$ cat src/rtl/btn_debounce_pkg.sv
// Shared definitions for the push-button debouncer: channel FSM encoding,
// default parameters and the counter-width helper.
package btn_debounce_pkg;

    localparam int unsigned DefaultNBtn           = 3;
    // 10 ms of stable input at a 12 MHz system clock.
    localparam int unsigned DefaultDebounceCycles = 120000;

    typedef enum logic [1:0] {
        StIdle     = 2'd0,
        StPressCnt = 2'd1,
        StHeld     = 2'd2,
        StRelCnt   = 2'd3
    } dbnc_state_e;

    // Counter only has to reach cycles-1; keep at least one bit.
    function automatic int unsigned cnt_width(input int unsigned cycles);
        return (cycles < 2) ? 1 : $clog2(cycles);
    endfunction

endpackage

$ cat src/rtl/btn_debounce_if.sv
// Button / event-status bundle between the debouncer and the polling core.
interface btn_debounce_if
    import btn_debounce_pkg::*;
#(
    parameter int unsigned N_BTN = DefaultNBtn
);

    logic [N_BTN-1:0] btn_raw;
    logic [N_BTN-1:0] btn_level;
    logic [N_BTN-1:0] press_pulse;
    logic [N_BTN-1:0] release_pulse;
    logic             evt_read;
    logic [N_BTN-1:0] evt_status;

    // Core / board side.
    modport master (
        output btn_raw,
        output evt_read,
        input  btn_level,
        input  press_pulse,
        input  release_pulse,
        input  evt_status
    );

    // Debouncer side.
    modport slave (
        input  btn_raw,
        input  evt_read,
        output btn_level,
        output press_pulse,
        output release_pulse,
        output evt_status
    );

endinterface

$ cat src/rtl/btn_debounce_channel.sv
// One debounced button: 2-flop synchronizer, press/release counting FSM,
// registered level and one-cycle press/release strobes.
module btn_debounce_channel
    import btn_debounce_pkg::*;
#(
    parameter int unsigned DEBOUNCE_CYCLES = DefaultDebounceCycles
) (
    input  logic clk_i,
    input  logic rst_ni,
    input  logic btn_i,
    output logic level_o,
    output logic press_o,
    output logic release_o
);

    localparam int unsigned    CntW   = cnt_width(DEBOUNCE_CYCLES);
    localparam logic [CntW-1:0] CntMax = CntW'(DEBOUNCE_CYCLES - 1);

    logic            s1_q, s2_q;
    dbnc_state_e     state_q, state_d;
    logic [CntW-1:0] cnt_q, cnt_d;
    logic            level_q, level_d;
    logic            press_q, press_d;
    logic            rel_q, rel_d;

    // Bring the asynchronous button level into the clock domain.
    always_ff @(posedge clk_i or negedge rst_ni) begin
        if (!rst_ni) begin
            s1_q <= 1'b0;
            s2_q <= 1'b0;
        end else begin
            s1_q <= btn_i;
            s2_q <= s1_q;
        end
    end

    // FSM, counter and registered outputs.
    always_ff @(posedge clk_i or negedge rst_ni) begin
        if (!rst_ni) begin
            state_q <= StIdle;
            cnt_q   <= '0;
            level_q <= 1'b0;
            press_q <= 1'b0;
            rel_q   <= 1'b0;
        end else begin
            state_q <= state_d;
            cnt_q   <= cnt_d;
            level_q <= level_d;
            press_q <= press_d;
            rel_q   <= rel_d;
        end
    end

    // Next state: each count state exits at CntMax, so the counter never wraps.
    always_comb begin
        state_d = state_q;
        cnt_d   = cnt_q;
        press_d = 1'b0;
        rel_d   = 1'b0;
        unique case (state_q)
            StIdle: begin
                if (s2_q) begin
                    state_d = StPressCnt;
                    cnt_d   = '0;
                end
            end
            StPressCnt: begin
                if (!s2_q) begin
                    state_d = StIdle;
                end else if (cnt_q == CntMax) begin
                    state_d = StHeld;
                    press_d = 1'b1;
                end else begin
                    cnt_d = cnt_q + CntW'(1);
                end
            end
            StHeld: begin
                if (!s2_q) begin
                    state_d = StRelCnt;
                    cnt_d   = '0;
                end
            end
            StRelCnt: begin
                if (s2_q) begin
                    state_d = StHeld;
                end else if (cnt_q == CntMax) begin
                    state_d = StIdle;
                    rel_d   = 1'b1;
                end else begin
                    cnt_d = cnt_q + CntW'(1);
                end
            end
            default: state_d = StIdle;
        endcase
        level_d = (state_d == StHeld) || (state_d == StRelCnt);
    end

    assign level_o   = level_q;
    assign press_o   = press_q;
    assign release_o = rel_q;

endmodule

$ cat src/rtl/btn_debounce.sv
// Multi-button debouncer: N_BTN independent channels plus sticky press flags
// that the core polls and clears with evt_read.
module btn_debounce
    import btn_debounce_pkg::*;
#(
    parameter int unsigned N_BTN           = DefaultNBtn,
    parameter int unsigned DEBOUNCE_CYCLES = DefaultDebounceCycles
) (
    input  logic          CLK,
    input  logic          RST_N,
    btn_debounce_if.slave bus
);

    logic [N_BTN-1:0] level;
    logic [N_BTN-1:0] press;
    logic [N_BTN-1:0] rel;
    logic [N_BTN-1:0] evt_q, evt_d;

    for (genvar i = 0; i < N_BTN; i++) begin : g_chan
        btn_debounce_channel #(
            .DEBOUNCE_CYCLES(DEBOUNCE_CYCLES)
        ) u_chan (
            .clk_i    (CLK),
            .rst_ni   (RST_N),
            .btn_i    (bus.btn_raw[i]),
            .level_o  (level[i]),
            .press_o  (press[i]),
            .release_o(rel[i])
        );
    end

    // Sticky flags: a press in the same cycle as a read keeps its flag set.
    always_comb begin
        evt_d = (evt_q & ~{N_BTN{bus.evt_read}}) | press;
    end

    // Event status register.
    always_ff @(posedge CLK or negedge RST_N) begin
        if (!RST_N) begin
            evt_q <= '0;
        end else begin
            evt_q <= evt_d;
        end
    end

    assign bus.btn_level     = level;
    assign bus.press_pulse   = press;
    assign bus.release_pulse = rel;
    assign bus.evt_status    = evt_q;

endmodule

$ cat src/flat_wrapper.sv
// flat-port wrapper written by rule: the top's interface ports become plain ports
module btn_debounce_flat import btn_debounce_pkg::*;
#(
    parameter int unsigned N_BTN           = DefaultNBtn,
    parameter int unsigned DEBOUNCE_CYCLES = DefaultDebounceCycles
)
  (CLK, RST_N, bus_btn_raw, bus_evt_read, bus_btn_level, bus_press_pulse, bus_release_pulse, bus_evt_status);
  btn_debounce_if #(.N_BTN(N_BTN)) bus_i ();
  input  logic CLK;
  input  logic RST_N;
  input wire logic [$bits(bus_i.btn_raw)-1:0] bus_btn_raw;
  input wire logic [$bits(bus_i.evt_read)-1:0] bus_evt_read;
  output wire logic [$bits(bus_i.btn_level)-1:0] bus_btn_level;
  output wire logic [$bits(bus_i.press_pulse)-1:0] bus_press_pulse;
  output wire logic [$bits(bus_i.release_pulse)-1:0] bus_release_pulse;
  output wire logic [$bits(bus_i.evt_status)-1:0] bus_evt_status;
  assign bus_i.btn_raw = bus_btn_raw;
  assign bus_i.evt_read = bus_evt_read;
  assign bus_btn_level = bus_i.btn_level;
  assign bus_press_pulse = bus_i.press_pulse;
  assign bus_release_pulse = bus_i.release_pulse;
  assign bus_evt_status = bus_i.evt_status;
  btn_debounce #(.N_BTN(N_BTN), .DEBOUNCE_CYCLES(DEBOUNCE_CYCLES)) u_core (.CLK(CLK), .RST_N(RST_N), .bus(bus_i));
endmodule
$ cat config.mk
export PLATFORM = sky130hd
export DESIGN_NAME = btn_debounce_flat
export DESIGN_NICKNAME = d
export VERILOG_FILES = /design/src/rtl/btn_debounce_pkg.sv /design/src/rtl/btn_debounce_if.sv /design/src/rtl/btn_debounce_channel.sv /design/src/rtl/btn_debounce.sv /design/src/flat_wrapper.sv
export SDC_FILE = /design/constraint.sdc
export NUM_CORES = 1
export LEC_CHECK = 0
export ABC_AREA = 1
export ABC_CLOCK_PERIOD_IN_PS = 4300
export BUFFER_PORTS_ARGS = -buffer_cell sky130_fd_sc_hd__buf_2
export CORE_ASPECT_RATIO = 0.5
export CORE_MARGIN = 1
export CORE_UTILIZATION = 55
export CTS_CLUSTER_DIAMETER = 40
export DETAILED_ROUTE_END_ITERATION = 8
export PLACE_DENSITY_LB_ADDON = 0.15
export SYNTH_ARGS = -nofsm -noshare
export SYNTH_HDL_FRONTEND = slang
export SYNTH_SLANG_ARGS = --single-unit
$ cat constraint.sdc
create_clock -name CLK -period 4.3 [get_ports CLK]
set_input_delay 0.43 -clock CLK [delete_from_list [all_inputs] [get_ports CLK]]
set_output_delay 0.43 -clock CLK [all_outputs]
set_load 0.05 [all_outputs]
* Yosys cells after proc, flatten, opt, wreduce, memory -nomap -nowiden *
Index checks and enable logic that the tools add are counted.

operators by class
  equal/unequal tests = 30
  reduce and logical (&&, ||, !) cells = 9
  muxes and demuxes = 54
  bitwise logic cells = 3
  $add $sub $neg = 3

operators by type and width
  cell                     count
  $mux W17                 15
  $pmux W17 S4             3
  $add A17 B1 Y17 const B  3
  $eq A17 B17 Y1 const B   3
  $mux W2                  18
  $eq A2 B2 Y1 const B     12
  $ne A2 B2 Y1 const B     12
  $pmux W2 S4              3
  $mux W1                  15
  $reduce_and A4 Y1        3
  $eq A2 B1 Y1 const B     3
  $logic_not A2 Y1         3
  $and A3 B3 Y3            1
  $logic_or A1 B1 Y1       3
  $not A3 Y3               1
  $or A3 B3 Y3             1

word-level totals
  flip-flop bits (word level) = 75
  output and inout port bits = 12

* Depth between registers and ports, before layout *
  depth after elaboration = 6
  gate-level depth with buffers = 9
  mapped depth without buffers = 9

* Hierarchy *
Synthesis repeated with hierarchy kept, for this count alone.

second synthesis, totals
  cell total of the unflattened synthesis = 616
  area, all modules = 4404.2 um2

by module, submodules not included
  module                                              cells each  instances  area an instance (um2)
  btn_debounce_channel (u_core.g_chan[0].u_chan ...)  201         2          1428.9
  btn_debounce_channel (u_core.g_chan[2].u_chan)      201         1          1433.9
  btn_debounce                                        13          1          112.6

* Worst setup path after synthesis *
Ideal clock, no wire load.

  path kind = register -> register
  start point = reg u_core.g_chan[1].u_chan.cnt_q[0]
  end point = reg u_core.g_chan[1].u_chan.cnt_q[15]
  period minus slack after synthesis = 1500 ps
  library setup time = 118 ps
  path slack = 2800 ps
  cell stages (with the launch flop) = 10
  arrival = 1382 ps
  cells stage by stage = dfrtp_1 ha_1 inv_1 nor2_1 nand3_1 nor2_1 nor2_1 buf_2 nand3_1 nand2_1

between the ends
  cells in the longest elaborated chain, start to end = 4
  elaborated cells on any way between the ends = 6
  classes of those cells = add/sub (1); eq/ne (1); mux (4)

RTL lines
  item                                                      line                                                    source
  start, declared                                           btn_debounce_channel.sv:21                              logic [CntW-1:0] cnt_q, cnt_d;
  start signal, assigned                                    btn_debounce_channel.sv:47                              cnt_q <= cnt_d;
  $add A17 B1 Y17 / $eq A17 B17 Y1 (equally long branches)  --
  $mux W17 (*)                                              btn_debounce_channel.sv:70, btn_debounce_channel.sv:86
  $mux W17, on equally long branches                        btn_debounce_channel.sv:84, btn_debounce_channel.sv:68
  $pmux W17 S4 (*)                                          btn_debounce_channel.sv:60                              unique case (state_q)

Every way passes the cells marked *; elsewhere a longest branch is shown, timed or not. The select of a mux whose other input is x is not followed.
A chain may end at the register's enable or synchronous reset.

* Final worst setup path *
  start point = reg u_core.g_chan[1].u_chan.state_q[0]
  end point = reg u_core.g_chan[1].u_chan.cnt_q[2]

between the ends
  cells in the longest elaborated chain, start to end = 3
  elaborated cells on any way between the ends = 10
  classes of those cells = eq/ne (7); mux (1); reduce/logical (2)

RTL lines
  item                                  line                        source
  start, declared                       btn_debounce_channel.sv:20  dbnc_state_e state_q, state_d;
  start signal, assigned                btn_debounce_channel.sv:40  state_q <= StIdle;
  start signal, assigned                btn_debounce_channel.sv:46  state_q <= state_d;
  $eq A2 B2 Y1 (tied with other cells)  btn_debounce_channel.sv:60
  $ne A2 B2 Y1 (no line)                --
  $reduce_and A4 Y1 (no line)           --

Parallel ways exist; a longest one is shown, timed or not.

==> flow_summary_export.csv <==
group,metric,value,unit
yosys,post_synth_num_cell_types,27,
drt,vias,3770,
die,initial_core_util,58.3,%
timing,hold_viol,0,
clock_tree,cts_max_path_buffers,2,
global_route,grt_pass1_wl,16.1,mm
yosys,syn_inst,617,
timing,tns,0,ps
timing,slew_viol_final,0,
drt,final_antenna_net_count,0,
clock_tree,h-tree-depth,3,
hold_path,min_delay_path_depth,1,
critical_path,worstRegToRegCells,6,
die,rows,22,
die,die_w,128,um
clock_tree,cts_tree,"done",
power,peakVddDrop,0.000185,V
die,fp.dieH,65.2,um
timing,rsz0062_at_grt,"no",
cells_and_area,stdcell_count,737,
critical_path,r2r_slack,2310,ps
power,power_frac_comb,3.9,%
die,core,7540,um^2
timing,clock_skew,4.44,ps
clock_tree,insertion_delay,330,ps
power,internal_power,1.35,mW
critical_path,crit_family,"simple AND/OR/NAND/NOR gates",
drt,drtIter0Drc,241,
power,p_seq_share,43.6,%
critical_path,crit_path_end_kind,"flip-flop",
clock_tree,numCtsBuffers,9,
cells_and_area,area_growth,9.47,%
yosys,yosys_warnings,0,
clock_tree,clk_pin_slew_worst_paths,50,ps
global_route,antenna_found_initial,0,
power,p_switching,0.351,mW
cells_and_area,drive_gt1_share,7.15,%
drt,dr.pass1.iters,5,
timing,max_freq,501,MHz
drt,vias_per_cell,5.12,
global_route,track_usage,24.4,%
timing,fin_crit_sh,46.4,%
yosys,synth_seq_area_share,42.7,%
critical_path,crit_start,"u_core.g_chan[1].u_chan.state_q[0]",
critical_path,crit_path_max_fanout,13,
timing,worst_pin_slew,936,ps
critical_path,cp_cell_sequence,"inv_1 -> nor2_1 -> nand3_1 -> nor2_1 -> nor2_1 -> o21ai_0",
place,placedInstanceArea,4450,um^2
critical_path,cp_common_cell,"nor2_1",
place,port_buffers,17,
cells_and_area,final_util,63.9,%
timing,relSlewSlack,37.6,%
yosys,ys_ff_latch,75,
critical_path,worstSetupPathType,"flip-flop to flip-flop",
timing,layout_min_cycle_time,1990,ps
yosys,netlist_area,4400,um^2
critical_path,crit_buf_inv,1,
critical_path,startpoint_type,"flip-flop",
global_route,grt_max_degree,76,
global_route,grt_pass1_vias,3558,
place,dp.cells,721,
power,power_frac_clock,52.5,%
cells_and_area,fin_nets,633,
critical_path,r2r_end,"u_core.g_chan[1].u_chan.cnt_q[2]",
critical_path,cp.arrival,2170,ps
drt,post-route-drc-count,0,
drt,met1_length,4.34,mm
cells_and_area,fin_area,4820,um^2
critical_path,reg2reg_from,"u_core.g_chan[1].u_chan.state_q[0]",
yosys,synth_nets,626,
drt,highest_layer,"met4",
place,dpl.hpwl,6.21,mm
place,place_congestion,0.872,
timing,setup_viol,0,
global_route,gr-total-overflow,0,
drt,met3_length,366,um
critical_path,required,4480,ps
hold_path,holdCritStartpoint,"bus_btn_raw[2]",
hold_path,worstHoldEndpoint,"u_core.g_chan[2].u_chan.s1_q",
power,p_sw_share,20.6,%
clock_tree,postCtsHoldBufs,0,
yosys,avgSynthCellArea,7.13,um^2
critical_path,critPathMaxStageDelay,630,ps
drt,postRouteWirelength,9.20,mm
power,power-per-cell-area,353,nW/um^2
hold_path,hold_class,"input port to flip-flop",
drt,drt-wirelength-per-cell,12.5,um
flow_run,cap_violations,0,
clock_tree,cts_setup_buffers,0,
clock_tree,cts.sinks,75,
critical_path,crit_slowest_cell,"nor2_1",
clock_tree,cts-resized-gates,0,
drt,met2_length,4.41,mm
cells_and_area,diodes,0,
power,p_leak,2.24,nW
die,io_pins,18,
status,outcome,"finished clean",
die,fp.dieArea,8380,um^2
clock_tree,clockRootBuffer,"clkbuf_16",
## sequential cells by signal, summed over array words and instances, names as in the netlist
register / flops
u_core.g_chan.u_chan.cnt_q: 51
u_core.g_chan.u_chan.state_q: 6
u_core.g_chan.u_chan.s1_q: 3
u_core.bus.evt_status: 3
u_core.g_chan.u_chan.s2_q: 3
u_core.g_chan.u_chan.level_o: 3
u_core.g_chan.u_chan.release_o: 3
u_core.g_chan.u_chan.press_o: 3
## routing by layer
metal / vias to the layer above / GRT usage [%]
li1: 1953 / -
met1: 1740 / 30.6
met2: 70 / 42.4
met3: 7 / 5.70
met4: 0 / 7.35
met5: - / 0
## power groups by stage
stage / registers (mW) / clock network (mW) / logic [mW]
after floorplan: 0.746 / 0 / 0.0510
after global routing: 0.744 / 0.947 / 0.0771
after CTS: 0.742 / 0.913 / 0.0672
after global placement: 0.753 / 0 / 0.0651
after detailed placement: 0.754 / 0 / 0.0671
final: 0.742 / 0.894 / 0.0657
## placed cells by master (no fill, tap or decap), drive strengths merged, types with 10 or more instances in the layout
master / count
buf: 17
nand2: 197
dfrtp: 75
nor2: 98
xor2: 13
nand4: 17
o21bai: 10
nor3: 11
clkbuf: 12
inv: 68
o21ai: 38
nand3: 58
## cell usage after synthesis (all sizes together)
cell    instances  share of area, %
a21oi           3              0.34
ha              3              0.85
nand3b          2              0.34
buf            18               3.6
nor3           11               1.4
nand4          17               2.8
o21ai          38               4.3
nand2         197                17
nand3          58               6.9
clkbuf          3              0.26
o21bai         10               1.7
xnor2           1              0.20
xor2           13               2.6
and2            2              0.28
nor2           98               8.9
dfrtp          75                43
inv            68               5.8
## worst reg2reg max path: cells and delay by family, from the launching register on
family	cells	cell delay, ps
buf+inv	1	290
compound gates	1	170
flops	1	540
simple gates	4	840
## worst max path at each step
stage,depth (start not counted),to,slack (ps)
after floorplan,9,u_core.g_chan[1].u_chan.cnt_q[15],2800
after global placement,6,u_core.g_chan[1].u_chan.cnt_q[2],2370
after detailed placement,6,u_core.g_chan[1].u_chan.cnt_q[2],2320
after CTS,6,u_core.g_chan[1].u_chan.cnt_q[2],2300
after global routing,8,u_core.g_chan[1].u_chan.cnt_q[2],2100
final,6,u_core.g_chan[1].u_chan.cnt_q[2],2310
## per-stage QoR
step           hold slack (ps)  setup slack, ps  total power, mW
6_report                   201             2310             1.70
5_1_grt                    188             2100             1.77
4_1_cts                    189             2300             1.72
3_5_place_dp               336             2320            0.821
3_3_place_gp               333             2370            0.818
2_1_floorplan              134             2800            0.797
## kinds of logic after synthesis
| logic type | Yosys count | synth area share, % |
|---|---|---|
| xor+xnor | 14 | 2.79 |
| simple gates | 385 | 37.7 |
| buf+inv | 89 | 9.61 |
| compound gates | 51 | 6.37 |
| flops | 75 | 42.7 |
| fa+ha+maj | 3 | 0.853 |
## layout make-up
| cell class | instances | area [um^2] |
|---|---|---|
| Fill cell | 659 | 2730 |
| Sequential cell | 75 | 1880 |
| Clock buffer | 12 | 267 |
| Timing Repair Buffer | 17 | 87.6 |
| Inverter | 68 | 255 |
| Tap cell | 108 | 135 |
| Clock inverter | 4 | 95.1 |
| Multi-Input combinational cell | 453 | 2100 |
Note: power is estimated with default switching activity, not from simulation.
